`src/rtl/log2_pkg.sv`:
```
// Shared types for the log2 sequencer: widths, FSM states, result packing.
// Optional RUN timeout is enabled with LOG2_CTRL_TIMEOUT_EN.
package log2_pkg;

  localparam int IN_W    = 8;
  localparam int CHAR_W  = 3;
  localparam int MANT_W  = 5;
  localparam int TIMEOUT = 15;

  typedef enum logic [1:0] {
    IDLE,
    LOAD,
    RUN,
    DONE
  } log2_state_t;

  typedef struct packed {
    logic [CHAR_W-1:0] chr;
    logic [MANT_W-1:0] mant;
  } log2_result_t;

endpackage

```
`src/rtl/log2_norm.sv`:
```
// Leading-one detector and left shifter: x -> characteristic k and 1.7 operand.
// Zero input yields k=0, m=0; the controller never loads that case.
module log2_norm
  import log2_pkg::*;
(
  input  logic [IN_W-1:0]   x,
  output logic [CHAR_W-1:0] k,
  output logic [IN_W-1:0]   m
);

  localparam logic [CHAR_W-1:0] KMAX = CHAR_W'(IN_W - 1);

  always_comb begin
    k = '0;
    for (int i = 0; i < IN_W; i++) begin
      if (x[i]) k = CHAR_W'(i);
    end
    m = x << (KMAX - k);
  end

endmodule

```
`src/rtl/log2_ctrl.sv`:
```
// Sequencer for the iterative log2 mantissa unit (normalise, load, wait, return).
// Define LOG2_CTRL_TIMEOUT_EN to bound the RUN wait to TIMEOUT cycles.
module log2_ctrl
  import log2_pkg::*;
(
  input  logic              clk,
  input  logic              reset,
  input  logic              in_valid,
  output logic              in_ready,
  input  logic [IN_W-1:0]   in_x,
  output logic              out_valid,
  input  logic              out_ready,
  output logic [IN_W-1:0]   out_result,
  output logic              out_err,
  output logic              mu_load,
  output logic [IN_W-1:0]   mu_m,
  input  logic [MANT_W-1:0] mu_mantissa,
  input  logic              mu_ready
);

  log2_state_t       state;
  log2_state_t       state_n;
  logic [CHAR_W-1:0] norm_k;
  logic [IN_W-1:0]   norm_m;
  logic [CHAR_W-1:0] chr_q;
  logic [IN_W-1:0]   m_q;
  log2_result_t      res_q;
  logic              err_q;
  logic              x_zero;
  logic              expired;

  log2_norm u_norm (
    .x (in_x),
    .k (norm_k),
    .m (norm_m)
  );

  assign x_zero = (in_x == '0);

`ifdef LOG2_CTRL_TIMEOUT_EN
  logic [3:0] cnt;

  always_ff @(posedge clk or posedge reset) begin
    if (reset) begin
      cnt <= '0;
    end else if (state != RUN) begin
      cnt <= '0;
    end else begin
      cnt <= cnt + 4'd1;
    end
  end

  assign expired = (cnt == 4'(TIMEOUT - 1));
`else
  assign expired = 1'b0;
`endif

  always_ff @(posedge clk or posedge reset) begin
    if (reset) state <= IDLE;
    else       state <= state_n;
  end

  always_comb begin
    state_n = state;
    unique case (state)
      IDLE: if (in_valid) state_n = x_zero ? DONE : LOAD;
      LOAD: state_n = RUN;
      RUN:  if (mu_ready || expired) state_n = DONE;
      DONE: if (out_ready) state_n = IDLE;
      default: state_n = IDLE;
    endcase
  end

  // mu_ready is only honoured in RUN, so a stale pulse from an abandoned op is harmless
  always_ff @(posedge clk or posedge reset) begin
    if (reset) begin
      m_q   <= '0;
      chr_q <= '0;
      res_q <= '0;
      err_q <= 1'b0;
    end else begin
      if (state == IDLE && in_valid) begin
        if (x_zero) begin
          res_q <= '0;
          err_q <= 1'b1;
        end else begin
          m_q   <= norm_m;
          chr_q <= norm_k;
        end
      end
      if (state == RUN) begin
        if (mu_ready) begin
          res_q <= '{chr: chr_q, mant: mu_mantissa};
          err_q <= 1'b0;
        end else if (expired) begin
          res_q <= '0;
          err_q <= 1'b1;
        end
      end
    end
  end

  assign in_ready   = (state == IDLE);
  assign out_valid  = (state == DONE);
  assign mu_load    = (state == LOAD);
  assign mu_m       = m_q;
  assign out_result = res_q;
  assign out_err    = err_q;

endmodule

```
`config.mk`:
```
export PLATFORM = sky130hd
export DESIGN_NAME = log2_ctrl
export DESIGN_NICKNAME = d
export VERILOG_FILES = /design/src/rtl/log2_pkg.sv /design/src/rtl/log2_norm.sv /design/src/rtl/log2_ctrl.sv
export SDC_FILE = /design/constraint.sdc
export NUM_CORES = 1
export LEC_CHECK = 0
export ABC_AREA = 1
export CELL_PAD_IN_SITES_DETAIL_PLACEMENT = 0
export CELL_PAD_IN_SITES_GLOBAL_PLACEMENT = 1
export CORE_MARGIN = 10
export CORE_UTILIZATION = 27
export DETAILED_ROUTE_END_ITERATION = 6
export MAX_ROUTING_LAYER = met4
export PLACE_DENSITY_LB_ADDON = 0.1
export SYNTH_ARGS = -nofsm -noshare
export SYNTH_HDL_FRONTEND = slang
export SYNTH_SLANG_ARGS = --single-unit
```
`constraint.sdc`:
```
create_clock -name clk -period 1.6 [get_ports clk]
set_input_delay 0.4 -clock clk [delete_from_list [all_inputs] [get_ports clk]]
set_output_delay 0.4 -clock clk [all_outputs]
set_load 0.02 [all_outputs]
```
### Word-level counts from Yosys, hierarchy flattened

Cells that the tools add are included.

* output and inout bits: 20
* bits in latches: 0
* logic and storage cells: 40
* RAM bits: 0
* memories: 0
* ROM bits: 0
* register bits after elaboration: 22
* input port bits: 18

* reductions and logical operators: 5
* shift-type cells: 1
* eq/ne operators: 6
* bitwise operators: 1
* mux-type cells: 20
* order comparisons: 0
* $add $sub $neg: 1
* divide/modulo/power cells: 0
* multiply operators: 0

Operators with widths (count)
* 2-to-1 mux 8 bit: 4
* 2-to-1 mux 2 bit: 6
* 2-to-1 mux 3 bit: 4
* logical NOT 8 bit: 1
* one-hot mux 2 bit (4 select lines): 1
* left shift 8 x 3 -> 8 bit: 1
* 2-to-1 mux 1 bit: 5
* equality test 2 bit (second input constant): 2
* inequality test 2 bit (second input constant): 2
* AND reduction 3 bit: 1
* subtractor 3 bit (first input constant): 1
* equality test 2 x 1 -> 1 bit (second input constant): 1
* logical NOT 2 bit: 1
* inequality test 2 x 1 -> 1 bit (second input constant): 1
* AND reduction 2 bit: 1
* logical AND 1 bit: 1
* NOT 1 bit: 1

### Logic depth before layout (Yosys ltp)

Gate-level depths: netlist of the first run.

* word-level depth: 9
* depth in mapped cells: 12
* gate-level depth less buffers: 12

### Hierarchy

Synthesis of the first run repeated with hierarchy kept, for this count alone.

* cell total of the unflattened synthesis: 198
* area, all modules: 1418.9 µm²

By module, submodules not included
* log2_ctrl: area each 1078.5 µm², cells each 138, instances 1, sequential area each 550.5 µm²
* log2_norm: area each 340.3 µm², cells each 60, instances 1, sequential area each 0.0 µm²

### Least setup slack after synthesis of the first run

Ideal clock, no wire load.

* kind: flip-flop to flip-flop
* from: register state[0]
* to: register m_q[1], in the netlist mu_m[1]
* path buffers: 1
* library setup time: 0.130 ns
* setup slack: 0.135 ns
* arrival: 1.335 ns
* stages on the path, launching flop included: 9
* period minus slack after synthesis: 1.465 ns
* required time: 1.470 ns
* path through: dfrtp_1 > inv_1 > ha_1 > nand2_1 > inv_1 > o21ai_2 > buf_4 > nand2_1 > o31ai_1

* longest elaborated chain between the ends: 3

Ends and longest elaborated chain
* start: declaration: RTL line log2_ctrl.sv:21 `log2_state_t state;`
* start signal: assignment: RTL line log2_ctrl.sv:60 `else state <= state_n;`
* logical NOT 2 bit
* named net in_ready: RTL line log2_ctrl.sv:9 `output logic in_ready,`
* logical AND 1 bit: RTL line log2_ctrl.sv:82 `if (state == IDLE && in_valid) begin`
* AND reduction 2 bit (no line)
* end signal: assignment: RTL line log2_ctrl.sv:87 `m_q <= norm_m;`
* end: declaration: RTL line log2_ctrl.sv:26 `logic [IN_W-1:0] m_q;`

The timed path passes the listed nets, and every way through them passes these cells.
A chain may end at the register's enable or synchronous reset.

### Worst setup path after layout of the first run

* from: register state[1]
* to: output port out_valid

* longest elaborated chain between the ends: 1

Ends and longest elaborated chain
* equality test 2 bit: RTL line log2_ctrl.sv:104 `assign out_valid = (state == DONE);`
* end: declaration: RTL line log2_ctrl.sv:11 `output logic out_valid,`

Every way passes these cells.

==> results.md, run 1 <==
* Status: finished clean
* # rows at 24
* Leakage at ~1.0 nW
* Cell Area, Synth at 1230 µm²
* Max-Slew Margin vs Limit at between 80 and 90%
* Hold Vio Cnt, Final at 0
* Largest net degree at the start of global routing at 21
* Most frequent cells in the layout: nand2_1, dfrtp_1, nand3_1
* Worst Skew at 0.00256 ns
* WL/cell at 12.3 µm
* Core area at 4380 µm²
* Die X at 87.6 µm
* Multi-input gate area at roughly 600 µm²
* # setup viols final at 0
* Crit path time final at around 1.5 ns
* Layout area overhead at 50.9%
* Worst setup EP type: output port
* Sink Count at 22
* Period utilisation layout at roughly 94%
* Post-Synth XOR/XNOR Area at 0%
* Gr usage total at 9.86%
* Peak Freq at 662 MHz
* Ports at 38
* Post-place setup slack at -0.261 ns
* Clock root cell: clkbuf_8
* DRT antenna net count at 0
* Largest family of logic cells by synthesized area: simple AND/OR/NAND/NOR gates
* Seq cells post-synth at 22
* Mapped Cells at between 150 and 200
* Layout cells sized above 1 at about 22%
* Req. time, crit path at 1.20 ns
* RePlAce Congestion at 0.819
* Max-cap violations at 0
* Number of buffers created by CTS at 3
* Clock insertion delay at the later pin of the skew report at approximately 0.25 ns
* Syn_nets at 185
* Post-synthesis average cell area at 7.62 µm²
* HP Class: input port to async pin
* Clock buffer depth at 2
* Total grt overflow at 0
* DRC at 0
* Register area at 551 µm²
* Setup TNS at 0 ns
* Total Wirelength at 3360 µm
* Initial antenna violation count at 0
* Critical path type: register to output port
* Max H-tree Level at 1
* Seq/Total Area, Yosys at 44.6%
* P per Cell Area at 1430 nW/µm²
* Vias at 1190
* Vias per cell at roughly 4.4
* Critical Path AT at 1.11 ns
* Worst-Margin Slew at 0.258 ns
* R2r setup slk at 0.14 ns
* Critical Path Fanout Max at 2
* Die area at around 7700 µm²
* # hold bufs at CTS at 0
* Post-synthesis mux area share at 0%
* Initial Utilization at 28.1%
* Max VDD drop at 389 µV
* Global-route wire length before repair at ~6000 µm
* Synth Area in Simple Gates at 33.9%
* Fill count at 465
* TritonCTS clock tree: yes
* Commonest non-fill, non-tap cell in the layout: nand2_1
* Drt first pass iters at 4
* DP Wirelength at 2850 µm
* Final Slew Violations at 0
* Complex-gate fraction of the synthesized area at 8.22%
* Initial drt markers at 29
* RSZ-0062 raised after global routing: false
* Total Power at 2.66 mW
* CP Launch Type: register
* Synth unique cells at 24
* Vias in the first global route at 1341
* Final WS setup at 0.0903 ns
* CTS clk-pin slew, worst paths at 0.07 ns
* # nets final at 246
* Ys Warns at 0
* Number of diodes at 0
* Adder-Cell Fraction of Synth Area at 5.07%
* IO buf count at 37
* Die Ht at a little under 90 µm
[critical path, cell delays in order (launching register included)]
cell	delay, ns
dfrtp_1	0.38
buf_4	0.14
ha_1	0.18
buf_2	0.16
[layout make-up]
class	count	area share, %
repair buffers	57	26.8
inverters	25	5.04
multi-input cells	114	32.9
clock buffers	3	2.22
flip-flops and latches	22	29.6
well taps	52	3.49
[flip-flops by register name, summed over array words and instances (netlist names)]
register    cells
chr_q           3
mu_m            8
out_err         1
out_result      8
state           2
[cell families after synthesis]
family | after synthesis
and+or+nand+nor | 93
buffers and inverters | 26
DFF | 22
AOI/OAI and AO/OA | 16
adders and majority gates | 5
[final timing paths]
kind | from | end | depth (start not counted)
worst max-delay path | state[1] | out_valid | 3
worst min-delay path | reset | state[0] | 2
worst min register to register | mu_m[7] | mu_m[7] | 1
worst max register to register | state[0] | mu_m[7] | 8
min in group clk | mu_m[7] | mu_m[7] | 1
max in group asynchronous | reset | mu_m[4] | 3
[where the power goes]
part	switching, mW	total (mW)	internal (mW)
clock network	0.163	0.331	0.168
registers	0.114	0.912	0.798
logic	0.832	1.42	0.586
total	1.11	2.66	1.55
[Yosys cell counts]
cell type  instances  area [µm²]
nand2_1           54         203
dfrtp_1           22         551
nand3_1           21         105
inv_1             19        71.3
inv_2              6        22.5
nor2_1             6        22.5
ha_1               5        62.6
a21oi_1            4        20.0
o21ai_1            4        20.0
nand2_2            3        18.8
nor2_2             3        18.8
o21ai_0            3        15.0
a21oi_4            1        16.3
a22oi_1            1        7.51
buf_4              1        7.51
nand2_4            1        11.3
nand3_2            1        10.0
nand4_1            1        6.26
nor2_4             1        11.3
nor3_1             1        5.00
o21ai_2            1        8.76
o22ai_1            1        6.26
o31ai_1            1        7.51
or2_1              1        6.26
[timing repair]
item	CTS	global route
pin swaps	0	3
endpoints found under the hold margin	0	0
setup buffers	0	1
endpoints found under the setup margin	20	21
gates resized for setup	27	16
[routing by layer]
metal  track usage [%]  vias up  wire length (µm)
li1                  -      628                 -
met1              11.0      533              1490
met2              16.7       25              1650
met3              1.58        4               162
met4              4.78        0                63
met5                 -        -                 0
[metrics by stage]
step           hold slack, ns  std cells  utilization [%]  cell area [µm²]
3_5_place_dp            0.453        269             41.2             1800
5_1_grt                 0.320        273             42.5             1860
2_1_floorplan           0.389        162                -             1230
6_report                0.306        273             42.5             1860
4_1_cts                 0.303        272             41.4             1810
3_3_place_gp            0.449        269             41.2             1800
Power figures use the tool's default switching activity.
==> inputs of run 2 (changes only) <==
Settings changed: CTS_BUF_LIST from default to sky130_fd_sc_hd__clkbuf_4.
==> run 2 against run 1 <==
Sequential power barely moved. Die area is the same. Critical endpoint unchanged. Core utilization is 0.71 points lower. Cell count rose by 0.37%. Via count rose by 0.17%. Flip-flop and latch count stayed put. First-iteration DRC count up 10%. Combinational power is essentially flat.
==> results.md, run 2 (synthesis results as in run 1) <==
* Total Wirelength at 3350 µm
* Largest net degree at the start of global routing at 21
* Max incr delay on CP at about 0.4 ns
* Initial drt markers at 32
* Clock insertion delay at the later pin of the skew report at 0.30 ns
* Worst-Margin Slew at roughly 0.26 ns
* Worst R2R Path Depth at 9
* Max-cap violations at 0
* # setup viols final at 0
* Design Area, Final at 1830 µm²
* Clock buffer depth at 2
* Initial antenna violation count at 0
* RePlAce Congestion at between 0.8 and 0.9
* Sink Count at 22
* Sw frac at a little over two fifths
* Most frequent cells in the layout: nand2_1, dfrtp_1, buf_4
* WL/cell at 12.2 µm
* Die X at 87.6 µm
* Register area at 551 µm²
* Layout area overhead at 48.4%
* Status: finished clean
* Worst path slowest cell: dfrtp_1
* Clock root cell: clkbuf_4
* Number of buffers created by CTS at 3
* Worst Skew at ~0.0038 ns
* Reg2reg start: state[0]
* Max VDD drop at about 360 µV
* Peak Freq at 654 MHz
* Global-route wire length before repair at 5950 µm
* Max-Slew Margin vs Limit at about 83%
* Layout cells sized above 1 at between 20 and 25%
* Max H-tree Level at 1
* Final WS setup at 0.0710 ns
* FF-to-FF End: out_result[7]
* Commonest non-fill, non-tap cell in the layout: nand2_1
* CTS clk-pin slew, worst paths at 0.12 ns
* Multi-input gate area at just under 600 µm²
* Crit path cell chain: buf_4 > ha_2 > buf_6
* Die area at 7670 µm²
* Comb power frac at 55.7%
* CP Launch Type: register
* Final Slew Violations at 0
* Placed inst area at roughly 1800 µm²
* Ports at 38
* HP Class: input port to async pin
* Die Ht at 87.6 µm
* Period utilisation layout at 95.6%
* TritonCTS clock tree: yes
* Switch Pwr at 1.11 mW
* RSZ-0062 raised after global routing: false
* Clock power frac at 9.3%
* Critical Path AT at 1.13 ns
* # nets final at 247
* Final std cells w/o fill at ~270
* Seq pwr share at 35.0%
* R2r setup slk at around 0.14 ns
* DP Wirelength at between 2000 and 3000 µm
* Req. time, crit path at 1.20 ns
* Fin util at 41.8%
* Vias per cell at 4.35
* DRT antenna net count at 0
* Drt first pass iters at 4
* Post-place setup slack at -0.261 ns
* P per Cell Area at 1430 nW/µm²
* Hold Vio Cnt, Final at 0
* DRC at 0
* Vias in the first global route at 1347
* Placed cell count at 269
* Gr usage total at 9.80%
* Initial Utilization at 28.1%
* P_int at 1.50 mW
* Critical path type: register to output port
* Vias at ~1200
* IO buf count at 37
* Fill count at about 470
* # rows at 24
* Number of diodes at 0
* Core area at around 4400 µm²
* Worst setup EP type: output port
* Total grt overflow at 0
* Critical Path Fanout Max at 2
* Crit path time final at about 1.5 ns
* Leakage at ~0.99 nW
[run 2: routing by layer]
metal  GRT usage, %  share of wire, %  up-vias
met5              -                 0        -
met4           4.35               1.4        0
met3           1.58               5.2        2
met2           16.8                49       23
met1           10.9                44      535
li1               -                 -      632
[run 2: power groups by stage]
stage	Combinational, mW	Sequential (mW)	Clock [mW]
floorplan	0.626	1.14	0
global placement	1.55	0.924	0
detailed placement	1.59	0.936	0
CTS	1.43	0.916	0.263
global route	1.64	0.952	0.283
finish	1.45	0.914	0.243
[run 2: worst max-delay path by stage]
| stage | from | end | slack, ns | cells past startpoint |
|---|---|---|---|---|
| final | state[1] | out_valid | 0.07 | 3 |
| after global routing | state[0] | out_result[7] | 0.001 | 9 |
| after CTS | state[1] | out_valid | 0.01 | 3 |
| after detailed placement | in_x[4] | out_result[1] | -0.26 | 7 |
| after global placement | in_x[4] | mu_m[7] | -0.24 | 6 |
| after floorplan | state[0] | mu_m[1] | 0.13 | 8 |
[run 2: worst max-delay path, delay by kind of cell (launching register included)]
family,cells,cell delay (ns)
DFF,1,0.39
buffers and inverters,2,0.27
adders and majority gates,1,0.17
[run 2: area by class of cell]
cell class              instances  share of cell area (%)
multi-input cells             114                    32.4
flip-flops and latches         22                    30.1
repair buffers                 58                    27.6
inverters                      25                    5.13
well taps                      52                    3.55
clock buffers                   3                    1.23
[run 2: metrics by stage]
| stage | hold WS (ns) | setup TNS (ns) | total power [mW] |
|---|---|---|---|
| floorplan | 0.389 | 0 | 1.76 |
| global placement | 0.449 | -4.13 | 2.48 |
| detailed placement | 0.453 | -4.78 | 2.52 |
| CTS | 0.243 | 0 | 2.61 |
| global route | 0.254 | 0 | 2.88 |
| finish | 0.255 | 0 | 2.61 |
[run 2: timing repair]
action / in CTS / in global routing
hold buffers: 0 / 0
pin swaps: 0 / 1
gates resized for setup: 29 / 12
endpoints found under the setup margin: 20 / 14
setup buffers: 0 / 2
